===== src/rtl/uart_tx_fifo.sv =====
// Byte FIFO ahead of the UART transmitter: buffers CPU writes and hands bytes over
// one at a time through a txWe/txBusy handshake (txBusy is synchronized first).
module uart_tx_fifo #(
  parameter  int DEPTH = 16,
  localparam int AW    = $clog2(DEPTH)
) (
  input  logic          clock,
  input  logic          reset,
  input  logic [7:0]    wrData,
  input  logic          wrEn,
  input  logic          flush,
  output logic          full,
  output logic          empty,
  output logic [AW:0]   count,
  output logic          overflow,
  output logic [7:0]    txData,
  output logic          txWe,
  input  logic          txBusy
);

  typedef enum logic [1:0] {
    ST_IDLE  = 2'd0,
    ST_REQ   = 2'd1,
    ST_DRAIN = 2'd2
  } state_t;

  localparam logic [AW-1:0] PTR_ONE  = AW'(1'b1);
  localparam logic [AW:0]   CNT_ONE  = (AW + 1)'(1'b1);
  localparam logic [AW:0]   CNT_FULL = (AW + 1)'(DEPTH);

  logic [7:0]    r_mem [DEPTH];
  logic [AW-1:0] r_wp;
  logic [AW-1:0] r_rp;
  logic [AW:0]   r_count;
  logic          r_full;
  logic          r_empty;
  logic          r_overflow;
  logic [7:0]    r_tx_data;
  logic          r_busy_meta;
  logic          r_busy_s;
  state_t        r_state;

  logic          w_push;
  logic          w_pop;
  logic          w_drop;
  logic [AW:0]   w_count_next;
  state_t        w_state_next;

  // flush outranks everything; full/empty come from registered state, never this cycle's push
  assign w_push = wrEn && !r_full && !flush;
  assign w_drop = wrEn &&  r_full && !flush;
  assign w_pop  = (r_state == ST_IDLE) && !r_empty && !r_busy_s && !flush;

  // Next occupancy from push/pop/flush
  always_comb begin
    w_count_next = r_count;
    if (flush) begin
      w_count_next = '0;
    end else if (w_push && !w_pop) begin
      w_count_next = r_count + CNT_ONE;
    end else if (w_pop && !w_push) begin
      w_count_next = r_count - CNT_ONE;
    end else begin
      w_count_next = r_count;
    end
  end

  // Storage array write port
  always_ff @(posedge clock) begin
    if (w_push) begin
      r_mem[r_wp] <= wrData;
    end
  end

  // Pointers, occupancy, status flags and sticky overflow
  always_ff @(posedge clock or negedge reset) begin
    if (!reset) begin
      r_wp       <= '0;
      r_rp       <= '0;
      r_count    <= '0;
      r_full     <= 1'b0;
      r_empty    <= 1'b1;
      r_overflow <= 1'b0;
    end else begin
      r_count <= w_count_next;
      r_full  <= (w_count_next == CNT_FULL);
      r_empty <= (w_count_next == '0);
      if (flush) begin
        r_wp       <= '0;
        r_rp       <= '0;
        r_overflow <= 1'b0;
      end else begin
        if (w_push) r_wp <= r_wp + PTR_ONE;
        if (w_pop)  r_rp <= r_rp + PTR_ONE;
        if (w_drop) r_overflow <= 1'b1;
      end
    end
  end

  // Two-flop synchronizer for the transmitter busy flag
  always_ff @(posedge clock or negedge reset) begin
    if (!reset) begin
      r_busy_meta <= 1'b0;
      r_busy_s    <= 1'b0;
    end else begin
      r_busy_meta <= txBusy;
      r_busy_s    <= r_busy_meta;
    end
  end

  // Presented byte only changes when a pop launches a new request
  always_ff @(posedge clock or negedge reset) begin
    if (!reset) begin
      r_tx_data <= 8'h00;
    end else if (w_pop) begin
      r_tx_data <= r_mem[r_rp];
    end
  end

  // Handshake state register
  always_ff @(posedge clock or negedge reset) begin
    if (!reset) begin
      r_state <= ST_IDLE;
    end else begin
      r_state <= w_state_next;
    end
  end

  // Handshake next-state
  always_comb begin
    w_state_next = r_state;
    case (r_state)
      ST_IDLE: begin
        if (w_pop) w_state_next = ST_REQ;
        else       w_state_next = ST_IDLE;
      end
      ST_REQ: begin
        if (r_busy_s) w_state_next = ST_DRAIN;
        else          w_state_next = ST_REQ;
      end
      ST_DRAIN: begin
        if (!r_busy_s) w_state_next = ST_IDLE;
        else           w_state_next = ST_DRAIN;
      end
      default: w_state_next = ST_IDLE;
    endcase
  end

  assign full     = r_full;
  assign empty    = r_empty;
  assign count    = r_count;
  assign overflow = r_overflow;
  assign txData   = r_tx_data;
  assign txWe     = (r_state == ST_REQ);

endmodule


===== config.mk =====
export PLATFORM = sky130hd
export DESIGN_NAME = uart_tx_fifo
export DESIGN_NICKNAME = d
export VERILOG_FILES = /design/src/rtl/uart_tx_fifo.sv
export SDC_FILE = /design/constraint.sdc
export NUM_CORES = 1
export LEC_CHECK = 0
export CAP_MARGIN = 40
export CORE_ASPECT_RATIO = 0.9
export CORE_MARGIN = 2
export CORE_UTILIZATION = 54
export DETAILED_ROUTE_END_ITERATION = 12
export GPL_ROUTABILITY_DRIVEN = 0
export PLACE_DENSITY = 0.84
export SYNTH_ARGS = -nofsm -noshare
export SYNTH_HDL_FRONTEND = slang
export SYNTH_SLANG_ARGS = --single-unit

===== constraint.sdc =====
create_clock -name clock -period 2.1 [get_ports clock]
set_input_delay 0.42 -clock clock [delete_from_list [all_inputs] [get_ports clock]]
set_output_delay 0.42 -clock clock [all_outputs]
set_load 0.02 [all_outputs]

-- Word level (Yosys, flattened, before mapping)
Memory sizes are Yosys's and may differ from the RTL's. A register that Yosys moved wholly into a read port is not among the register bits.
Cells that the tools add are included.
- reductions and logical operators: 21
- add/subtract/negate cells: 4
- mux-type cells: 15
- bitwise gates (word level): 0
- shift-type cells: 0
- $mul: 0
- divide/modulo/power cells: 0
- magnitude comparators: 0
- equal/unequal tests: 3
- operators with widths (operator ; count):
    2-to-1 mux 4 bit ; 4
    2-to-1 mux 5 bit ; 3
    logical AND 1 bit ; 9
    adder 4 x 1 -> 4 bit, second input constant ; 2
    logical NOT 1 bit ; 7
    one-hot mux 2 bit (3 select lines) ; 1
    nonzero test 2 bit ; 3
    adder 5 x 1 -> 5 bit, second input constant ; 1
    == test 5 bit, second input constant ; 1
    logical NOT 5 bit ; 1
    2-to-1 mux 1 bit ; 5
    subtractor 5 x 1 -> 5 bit, second input constant ; 1
    2-to-1 mux 2 bit ; 2
    == test 2 x 1 -> 1 bit, second input constant ; 1
    == test 2 bit, second input constant ; 1
    logical NOT 2 bit ; 1
- bits in latches: 0
- word-level logic and storage cells: 53
- output and inout bits: 17
- input port bits: 13
- ROM bits: 0
- memory bits (writable): 128
- memories: 1
- register bits: 20
- memory list (name ; depth ; bits a word ; rd ports ; clocked after memory_dff ; wr ports ; line ; RTL):
    r_mem ; 16 ; 8 ; 1 ; 1 ; 1 ; 31 ; logic [7:0] r_mem [DEPTH];

-- Depth between registers and ports, before layout
Gate-level depths: netlist of run 1.
- depth in word-level cells: 9
- depth in mapped cells: 7
- gate-level depth less buffers: 7

-- Worst setup path after synthesis of run 1
Ideal clock, no wire load.
- kind: register -> register
- start: reg r_wp[0]
- end: mem r_mem[0][0] (enable)
- data required time: 1717 ps
- arrival: 1703 ps
- path buffers: 0
- setup time: 383 ps
- setup slack: 14 ps
- period minus slack after synthesis: 2086 ps
- cell stages (with the launch flop): 5
- cells stage by stage: dfrtp_1 inv_1 ha_1 or3b_2 nor3_1
- RTL lines (item ; line ; RTL):
    start: declaration ; 32 ; logic [AW-1:0] r_wp;
    start signal: assignment ; 93 ; if (w_push) r_wp <= r_wp + PTR_ONE;
    end: declaration ; 31 ;
Straight into the memory's write port.

-- Worst setup path in the final report of run 1
- start: reg r_count[2] (netlist: count[2])
- end: out count[2]
- RTL lines (item ; line ; RTL):
    start: declaration ; 34 ; logic [AW:0] r_count;
    start signal: assignment ; 85 ; r_count <= w_count_next;
    end: declaration ; 14 ; output logic [AW:0] count,
No word-level cell between the ends.

==> results of run 1 <==
==> layout make-up <==
type	instances	area (um2)	share of cell area (%)
clock buffers	17	425	5.46
inverters	5	18.8	0.241
clock inverters	15	184	2.36
repair buffers	69	739	9.48
well taps	156	195	2.50
flip-flops and latches	156	4550	58.3
multi-input cells	173	1690	21.6
==> synthesized netlist by cell type, types with 2 or more instances <==
cell	count	area share, %
a21oi_1	7	0.55
a22oi_1	14	1.7
and2_1	13	1.3
buf_1	3	0.18
buf_2	9	0.71
clkbuf_1	4	0.24
dfrtp_1	27	11
edfxtp_1	128	61
ha_1	7	1.4
inv_1	5	0.30
mux2_2	8	1.4
mux2i_1	4	0.63
mux4_2	32	11
nand2_1	19	1.1
nand2b_1	3	0.30
nand3_1	5	0.40
nand3b_1	3	0.36
nor2_1	17	1.0
nor2b_1	4	0.40
nor3_1	9	0.71
nor4_1	2	0.20
o21a_1	2	0.24
o21ai_0	2	0.16
xnor2_1	5	0.69
xor2_1	3	0.42
==> final timing paths <==
check                       startpoint         to  slack, ns  cells after the start
max in group asynchronous        reset      empty       1.41                      2
min in group asynchronous        reset       full       0.38                      2
setup / recovery              count[2]   count[2]       0.07                      1
hold reg to reg            r_busy_meta   r_busy_s       0.35                      0
setup reg to reg               r_rp[0]  txData[1]       0.14                      5
hold / removal             r_busy_meta   r_busy_s       0.35                      0
==> cell families (layout without fill, tap and decap cells) <==
logic type	count (synthesis)	count (layout)	share of synthesized area (%)
compound gates	28	28	2.95
xor+xnor	8	8	1.11
fa+ha+maj	7	7	1.38
buf+inv	22	106	1.60
flops	156	156	71.8
mux	44	44	13.4
simple gates	86	86	7.71
==> flip-flops by register name, summed over array words and instances, names as in the netlist <==
name         count
empty            1
r_busy_s         1
r_mem          128
r_busy_meta      1
full             1
r_rp             4
overflow         1
txData           8
r_state          2
count            5
r_wp             4
==> layer usage <==
metal | wire (um) | vias up | track usage (%)
met1 | 5260 | 1832 | 30.8
met4 | 243 | 0 | 6.80
met3 | 1140 | 19 | 7.71
met2 | 7250 | 187 | 40.0
li1 | - | 1532 | -
met5 | 0 | - | 0
==> through the flow <==
stage | total power, W | util (%) | hold slack (ns)
finish | 0.00833 | 68.2 | 0.348
CTS | 0.00836 | 68.1 | 0.351
global placement | 0.00519 | 62.8 | 0.333
global route | 0.00860 | 68.2 | 0.371
detailed placement | 0.00524 | 62.8 | 0.337
floorplan | 0.00463 | - | 0.124
==> report_power, final <==
| part | leakage, nW | internal (W) | switching [W] |
|---|---|---|---|
| registers | 1.52 | 0.00352 | 0.000152 |
| logic | 0.866 | 0.000767 | 0.000771 |
| clock network | 0.297 | 0.00180 | 0.00133 |
| total | 2.68 | 0.00608 | 0.00225 |
==> metrics, run 1 <==
total iterations of the first detailed-routing run 5; crit-path leading delay family buffers and inverters; Final Hold Viols 0; Cell variety after synth 41; CTS H-tree lvls 4; Iter 0 DRT Violations 370; Post-synth EDFFs 128; Die Ht 107 um; final worst slack 0.0690 ns; Synth Warn # 0; largest net degree at the start of global routing 29; status complete, no violations; CTS max path bufs 2; Worst Path Required about 1.7 ns; clk sink count 156; CP Buf/Inv Count 1; worst skew pair latency 0.42 ns; syn nets 371; sequential area share after synthesis 71.8%; Worst Setup Slack post-DPL -0.0892 ns; Tcrit/Tclk final roughly 97%; Via density around 6.0; Antenna Nets Post-Route 0; setup TNS 0 ns; Vias about 3,600; initial antenna violation count 0; clk slew on worst S/H paths 0.06 ns; Clock Skews 0.00689 ns; Final nets 442; crit path capture type primary output; Filler Cell Count approximately 720; worst vdd ir 668 uV; Slowest cell on crit path clkdlybuf4s50_1; number of global-route vias before repair 3,653; GRT Resource Usage Total 24.0%; CTS Hold Bufs 0; PD cells 1070 mW/mm2; # Max-Cap Violations 0; Die Width between 100 and 150 um; Worst EP arrival 1.61 ns; Slew headroom between 50% and 60%; Seq cells post-synth 156; first-pass GRT wire length 21,600 um; Num CTS Buffers 17; critical setup path kind reg -> out; worst path cell trace clkdlybuf4s50_1; Starting Density 55.4%; port buffer count 29; clk root buf clkbuf_16; DP Cell Count approximately 560; Mapped Area between 0.006 and 0.007 mm2; fin. max-slew vios 0; DP Wirelength 8790 um; Avg Inst Size Synth 18.0 um2; Area Growth Syn to Fin 23.2%; Async SR Flop Fraction 17.9%; antenna cells 0; share of cells above drive strength 1 27.8%; Tmin final 2.03 ns; Non-Filler Instances 591; top_reg_cell synth edfxtp_1; Static Leak 2.68 nW; final instance area 0.00780 mm2; Wirelength per Cell 23.5 um; leading cell type in the layout, fill and taps excluded edfxtp_1; post-synthesis instance total 351; post-CTS resize count 1; Worst Hold Class reg -> reg; CP Launch Type flip-flop; Post-DP Area 0.00718 mm2; Setup violations, final 0; CTS tree yes; worst-margin pin slew 0.674 ns; commonest non-fill, non-tap cells in the layout 128 x edfxtp_1, 32 x mux4_2, 28 x clkdlybuf4s50_1, 28 x buf_4, 26 x dfrtp_1; Largest stage delay, worst path 0.67 ns; Core Box Area ~0.011 mm2; postcts setup bufs 0; row cnt 37; Routed Wire Length between 10,000 and 15,000 um; # DRC 0; unrepaired setup endpoints after global routing false; total gr overflow 0; achievable frequency 0.492 GHz; crit-path max FO 6; I/O pins 30; full die area 0.0126 mm2
Power figures use the tool's default switching activity.
==> run 2: changes to the inputs <==
--- a/config.mk
+++ b/config.mk
@@ -12,6 +12,7 @@
 export DETAILED_ROUTE_END_ITERATION = 12
 export GPL_ROUTABILITY_DRIVEN = 0
 export PLACE_DENSITY = 0.84
+export REMOVE_ABC_BUFFERS = 1
 export SYNTH_ARGS = -nofsm -noshare
 export SYNTH_HDL_FRONTEND = slang
 export SYNTH_SLANG_ARGS = --single-unit
==> run 2 against run 1 <==
Effect of this change:
- highest routed layer unchanged
- fmax is 0.42% higher
- first-iteration DRC count is 21% lower
- cell count down 0.34%
- register-to-register slack worse by 0.02 ns
- largest power group unchanged
- hold slack better by 0.0024 ns
==> metrics, run 2 (synthesized netlist as in run 1, its figures left out) <==
Vias between 3,000 and 4,000; Iter 0 DRT Violations 294; top routing layer used met4; worst reg2reg setup slack 0.12 ns; Clock Skews ~0.0078 ns; Worst Path Required 1.68 ns; Slowest cell on crit path clkdlybuf4s50_1; # DRC 0; CTS Hold Bufs 0; Post-Route M1 WL between 5000 and 6000 um; final instance area 0.00776 mm2; unrepaired setup endpoints after global routing false; Setup violations, final 0; Tcrit/Tclk final a little over nine tenths; worst path cell trace clkdlybuf4s50_1; Antenna Nets Post-Route 0; DP Wirelength 8100 um; antenna cells 0; clk slew on worst S/H paths 0.06 ns; max reg flops 128; full die area 0.0126 mm2; Tmin final 2.02 ns; clk root buf clkbuf_16; Worst Setup Slack post-DPL -0.196 ns; R2R depth 6; critical setup path kind reg -> out; Final Hold Viols 0; worst vdd ir 686 uV; Wirelength per Cell 21.5 um; leading cell type in the layout, fill and taps excluded edfxtp_1; Storage cell area 0.00455 mm2; Core Box Area 0.0114 mm2; commonest non-fill, non-tap cells in the layout 128 x edfxtp_1, 32 x mux4_2, 28 x clkdlybuf4s50_1; GRT Resource Usage Total a little over a fifth; fin. max-slew vios 0; routed wl met2 6490 um; crit-path max FO 4; Starting Density between 50% and 60%; Num CTS Buffers 17; crit path capture type primary output; area taken by multi-input logic gates 0.00169 mm2; number of global-route vias before repair 3,751; CTS tree yes; # Max-Cap Violations 0; share of cells above drive strength 1 roughly 27%; Static Leak 2.65 nW; Post-DP Area between 0.007 and 0.008 mm2; Non-Filler Instances 589; CP Buf/Inv Count 1; Routed Wire Length 12,700 um; Die Width 118 um; status complete, no violations; PD cells 1040 mW/mm2; Worst Hold Path Cells 0; Filler Cell Count roughly 750; worst skew pair latency 0.42 ns; reg-to-reg startpoint r_busy_s; final core occ 67.9%; largest net degree at the start of global routing 32; crit-path leading delay family buffers and inverters; Die Ht 107 um; Final nets between 400 and 500; Area Growth Syn to Fin 22.6%; initial antenna violation count 0; I/O pins 30; Biggest register r_mem; setup TNS 0 ns; Worst Hold Class reg -> reg; final worst slack a little under 0.08 ns; Largest stage delay, worst path ~0.62 ns; DP Cell Count 557; worst hold path startpoint r_busy_meta; achievable frequency 0.494 GHz; Worst EP arrival 1.60 ns; port buffer count 29; CTS H-tree lvls 4; total gr overflow 0; Via density around 5.7; WHS Endpoint r_busy_s; worst-margin pin slew 0.684 ns; row cnt 37; CTS max path bufs 2; Slew headroom 54.2%; first-pass GRT wire length 20,300 um; total iterations of the first detailed-routing run 4; RR Endpoint full; DR WL met3 823 um; clk sink count 156; CP Launch Type flip-flop
run 2: cell count changes in the layout (fill, tap and decap cells not counted), sizes merged:
cell and change:
clkbuf +3, bufinv -1, buf -2, inv -2, clkinv -1, clkinvlp +1
run 2: where the power goes:
group          switching (W)  internal [W]  total [W]  leakage, nW
clock network        0.00122       0.00167    0.00290        0.273
registers           0.000136       0.00352    0.00365         1.52
logic               0.000754      0.000756    0.00151        0.858
run 2: metrics by stage:
stage / hold WS, ns / power [W]
2_1_floorplan: 0.124 / 0.00460
3_3_place_gp: 0.334 / 0.00517
3_5_place_dp: 0.340 / 0.00523
4_1_cts: 0.353 / 0.00811
5_1_grt: 0.365 / 0.00836
6_report: 0.351 / 0.00806
run 2: worst max path at each step:
stage,start,to,slack [ns],cells after the start
after floorplan,r_rp[0],txData[0],-0.52,4
final,empty,empty,0.08,1
after detailed placement,flush,txData[2],-0.20,6
after global placement,wrEn,r_mem[6][3],-0.12,6
after global routing,r_busy_s,full,0.0007,6
after CTS,empty,empty,0.06,1
run 2: repair_timing:
action | CTS | global route
gates resized for setup | 1 | 1
endpoints found under the hold margin | 0 | 0
setup endpoints to repair | 1 | 1
buffers inserted | 0 | 0
run 2: routing by layer:
metal  vias up  GRT usage, %
li1       1519             -
met1      1714          27.7
met2       124          36.4
met3        16          6.17
met4         0          9.21
met5         -             0
run 2: worst register-to-register path, cell delays in order (launching register included):
cell	delay, ns
dfrtp_1	0.38
or4_1	0.67
buf_4	0.23
mux2i_1	0.16
mux2i_1	0.12
a31oi_2	0.24
nor3b_2	0.06
run 2: layout make-up:
class | count | share of cell area, %
Tap cell | 156 | 2.51
Timing Repair Buffer | 67 | 9.66
Clock buffer | 20 | 5.76
Sequential cell | 156 | 58.6
Inverter | 5 | 0.242
Clock inverter | 12 | 1.48
Multi-Input combinational cell | 173 | 21.8
==> run 3: changes to the inputs <==
--- a/config.mk
+++ b/config.mk
@@ -5,9 +5,10 @@
 export SDC_FILE = /design/constraint.sdc
 export NUM_CORES = 1
 export LEC_CHECK = 0
+export ABC_AREA = 1
 export CAP_MARGIN = 40
 export CORE_ASPECT_RATIO = 0.9
-export CORE_MARGIN = 2
+export CORE_MARGIN = 5
 export CORE_UTILIZATION = 54
 export DETAILED_ROUTE_END_ITERATION = 12
 export GPL_ROUTABILITY_DRIVEN = 0
==> constraint.sdc (replaced) <==
create_clock -name clock -period 2.1 [get_ports clock]
set_input_delay 0.42 -clock clock [delete_from_list [all_inputs] [get_ports clock]]
set_output_delay 0.42 -clock clock [all_outputs]
set_load 0.05 [all_outputs]
==> run 3 against run 2 <==
Effect of this change:
- cell count rose by 37%
- non-clock buffer count fell by 1
- highest routed layer unchanged
- flip-flop and latch count did not move
- design area grew 0.58%
- critical path type unchanged
- core utilization decreased by 3.0 points
- die area increased by 16%
- synthesized area increased by 4.8%
- critical path depth is the same
- sequential share of layout area is 0.34 points lower
- total power up 7.0%
- sequential power increased by 2%
- worst setup slack lost 0.038 ns
==> metrics, run 3 <==
status complete, no violations; commonest non-fill, non-tap cells in the layout 128 x edfxtp_1, 112 x nor2_1, 71 x nand2_1; Clock Skews 0.0120 ns; WHS Endpoint r_busy_s; Clk pwr share 34.0%; Post-DP Area 0.00724 mm2; cell taking the most area after synthesis edfxtp_1; crit-path max FO 4; internal power 0.00595 W; CP Buf/Inv Count 1; Static Leak between 2 and 3 nW; Storage cell area ~0.0045 mm2; Mapped Area around 0.0066 mm2; Final Hold Viols 0; critical setup path kind reg -> out; Wirelength per Cell 19.6 um; Synth Warn # 0; Core Box Area 0.0120 mm2; worst skew pair latency roughly 0.43 ns; most frequent cell after synthesis edfxtp_1; sequential area share after synthesis 68.5%; Post-synth EDFFs 128; switching fraction of total power 30.9%; Starting Density a little under three fifths; Final nets 656; worst-margin pin slew slightly below 0.7 ns; CTS tree yes; post-synthesis instance total approximately 580; reg-to-reg startpoint r_rp[0]; Tmin final a little over 2 ns; GRT Resource Usage Total a little under a quarter; row cnt 38; R2R depth 8; total gr overflow 0; I/O pins 30; Routed Wire Length 15,900 um; Avg Inst Size Synth 11.5 um2; Worst Hold Class reg -> reg; postcts setup bufs 0; worst hold path startpoint r_busy_meta; Biggest register r_mem; Iter 0 DRT Violations 626; first-pass GRT wire length 25,100 um; clk slew on worst S/H paths roughly 0.060 ns; Area Growth Syn to Fin 17.6%; Setup violations, final 0; antenna cells 0; area taken by multi-input logic gates 0.00180 mm2; Largest stage delay, worst path about 0.82 ns; Die Width ~130 um; Filler Cell Count just over 800; clk sink count around 160; top_reg_cell synth edfxtp_1; CTS H-tree lvls 4; full die area about 0.015 mm2; Pwr Total 0.00862 W; fin. max-slew vios 0; worst path cell trace clkdlybuf4s50_1; port buffer count 29; number of global-route vias before repair 4,892; PD cells 1100 mW/mm2; DP Wirelength ~9900 um; max reg flops 128; Vias 4,832; most frequent cells after synthesis 128 x edfxtp_1, 112 x nor2_1, 71 x nand2_1, 59 x o21ai_0, 32 x o211ai_1; Die Ht 115 um; top-area cell type share of the netlist area 57.9%; CTS Hold Bufs 0; total iterations of the first detailed-routing run 6; Slowest cell on crit path clkdlybuf4s50_1; worst reg2reg setup slack 0.28 ns; Seq cells post-synth 156; largest net degree at the start of global routing 68; Cell variety after synth 30; CP Launch Type flip-flop; Worst EP arrival 1.64 ns; initial antenna violation count 0; Num CTS Buffers 17; Async SR Flop Fraction roughly 18%; final instance area 0.00781 mm2; CTS max path bufs 2; Tcrit/Tclk final 98.1%; crit path capture type primary output; Synth area leaders edfxtp_1 58%, dfrtp_1 10%, nor2_1 6.3%, o21ai_0 4.4%, nand2_1 4.0%; worst vdd ir 652 uV; clk root buf clkbuf_16; Logic pwr share 23.0%; Worst Hold Path Cells 0; RR Endpoint txData[1]; Seq pwr share 43.1%; achievable frequency 0.485 GHz; share of cells above drive strength 1 13.1%; Slew headroom 55.0%; leading cell type in the layout, fill and taps excluded edfxtp_1; Antenna Nets Post-Route 0; # Max-Cap Violations 0; crit-path leading delay family buffers and inverters; Via density 5.97; setup TNS 0 ns; # DRC 0; unrepaired setup endpoints after global routing false; Sw Pwr 0.00267 W; Worst Path Required 1.68 ns
-- run 3: cell count changes after synthesis, sizes merged, moves of 5 or more --
| cell | change |
|---|---|
| inv | +24 |
| mux4 | -32 |
| buf | +8 |
| a22oi | -14 |
| a21oi | +5 |
| mux2 | -8 |
| nand2 | +57 |
| o211ai | +31 |
| nor2 | +100 |
| and2 | -13 |
| xnor2 | -5 |
| o21ai | +67 |
| nand3 | +26 |
-- run 3: worst max-delay path by stage --
stage                        start           end  slack (ns)  cells after the start
after global routing      count[4]      count[4]       0.003                      1
after floorplan            r_rp[0]     txData[0]       -0.20                      7
after detailed placement      wrEn  r_mem[15][5]        0.05                      6
final                     count[4]      count[4]        0.04                      1
after global placement        wrEn  r_mem[15][2]        0.14                      6
after CTS                 count[4]      count[4]        0.03                      1
-- run 3: what timing repair did --
action                     4_1_cts  5_1_grt
setup endpoints to repair        5        0
hold endpoints to repair         0        0
gates resized for setup          5        0
-- run 3: cells by family after synthesis --
logic type	Yosys count	synth area share [%]
simple gates	243	15.8
buf+inv	58	4.37
fa+ha+maj	7	1.32
compound gates	114	10.0
flops	156	68.5
-- run 3: metal layers --
layer | GRT usage [%] | share of wire [%] | wire (um) | up-vias
met4 | 12.9 | 3.8 | 600 | 0
met5 | 0 | 0 | 0 | -
met1 | 28.6 | 39 | 6180 | 2322
li1 | - | - | - | 2149
met2 | 36.6 | 48 | 7630 | 301
met3 | 6.27 | 9.1 | 1440 | 60
-- run 3: cell type report --
cell class | count | area share, %
Tap cell | 160 | 2.56
Multi-Input combinational cell | 364 | 23.1
Sequential cell | 156 | 58.2
Inverter | 31 | 1.52
Clock buffer | 25 | 6.51
Timing Repair Buffer | 66 | 7.29
Clock inverter | 7 | 0.801
-- run 3: per-stage QoR --
step | hold WS, ns | util (%) | setup slack, ns | std cells
floorplan | 0.124 | - | -0.204 | 551
global route | 0.364 | 64.9 | 0.00251 | 809
CTS | 0.365 | 64.9 | 0.0265 | 809
finish | 0.358 | 64.9 | 0.0401 | 809
detailed placement | 0.351 | 60.2 | 0.0484 | 777
global placement | 0.337 | 60.2 | 0.136 | 777
-- run 3: power groups by stage --
| stage | Combinational, W | Sequential [W] | Clock, W |
|---|---|---|---|
| after floorplan | 0.000822 | 0.00416 | 0 |
| after global placement | 0.00188 | 0.00376 | 0 |
| after detailed placement | 0.00195 | 0.00377 | 0 |
| after CTS | 0.00197 | 0.00371 | 0.00296 |
| after global routing | 0.00215 | 0.00373 | 0.00310 |
| final | 0.00198 | 0.00371 | 0.00293 |
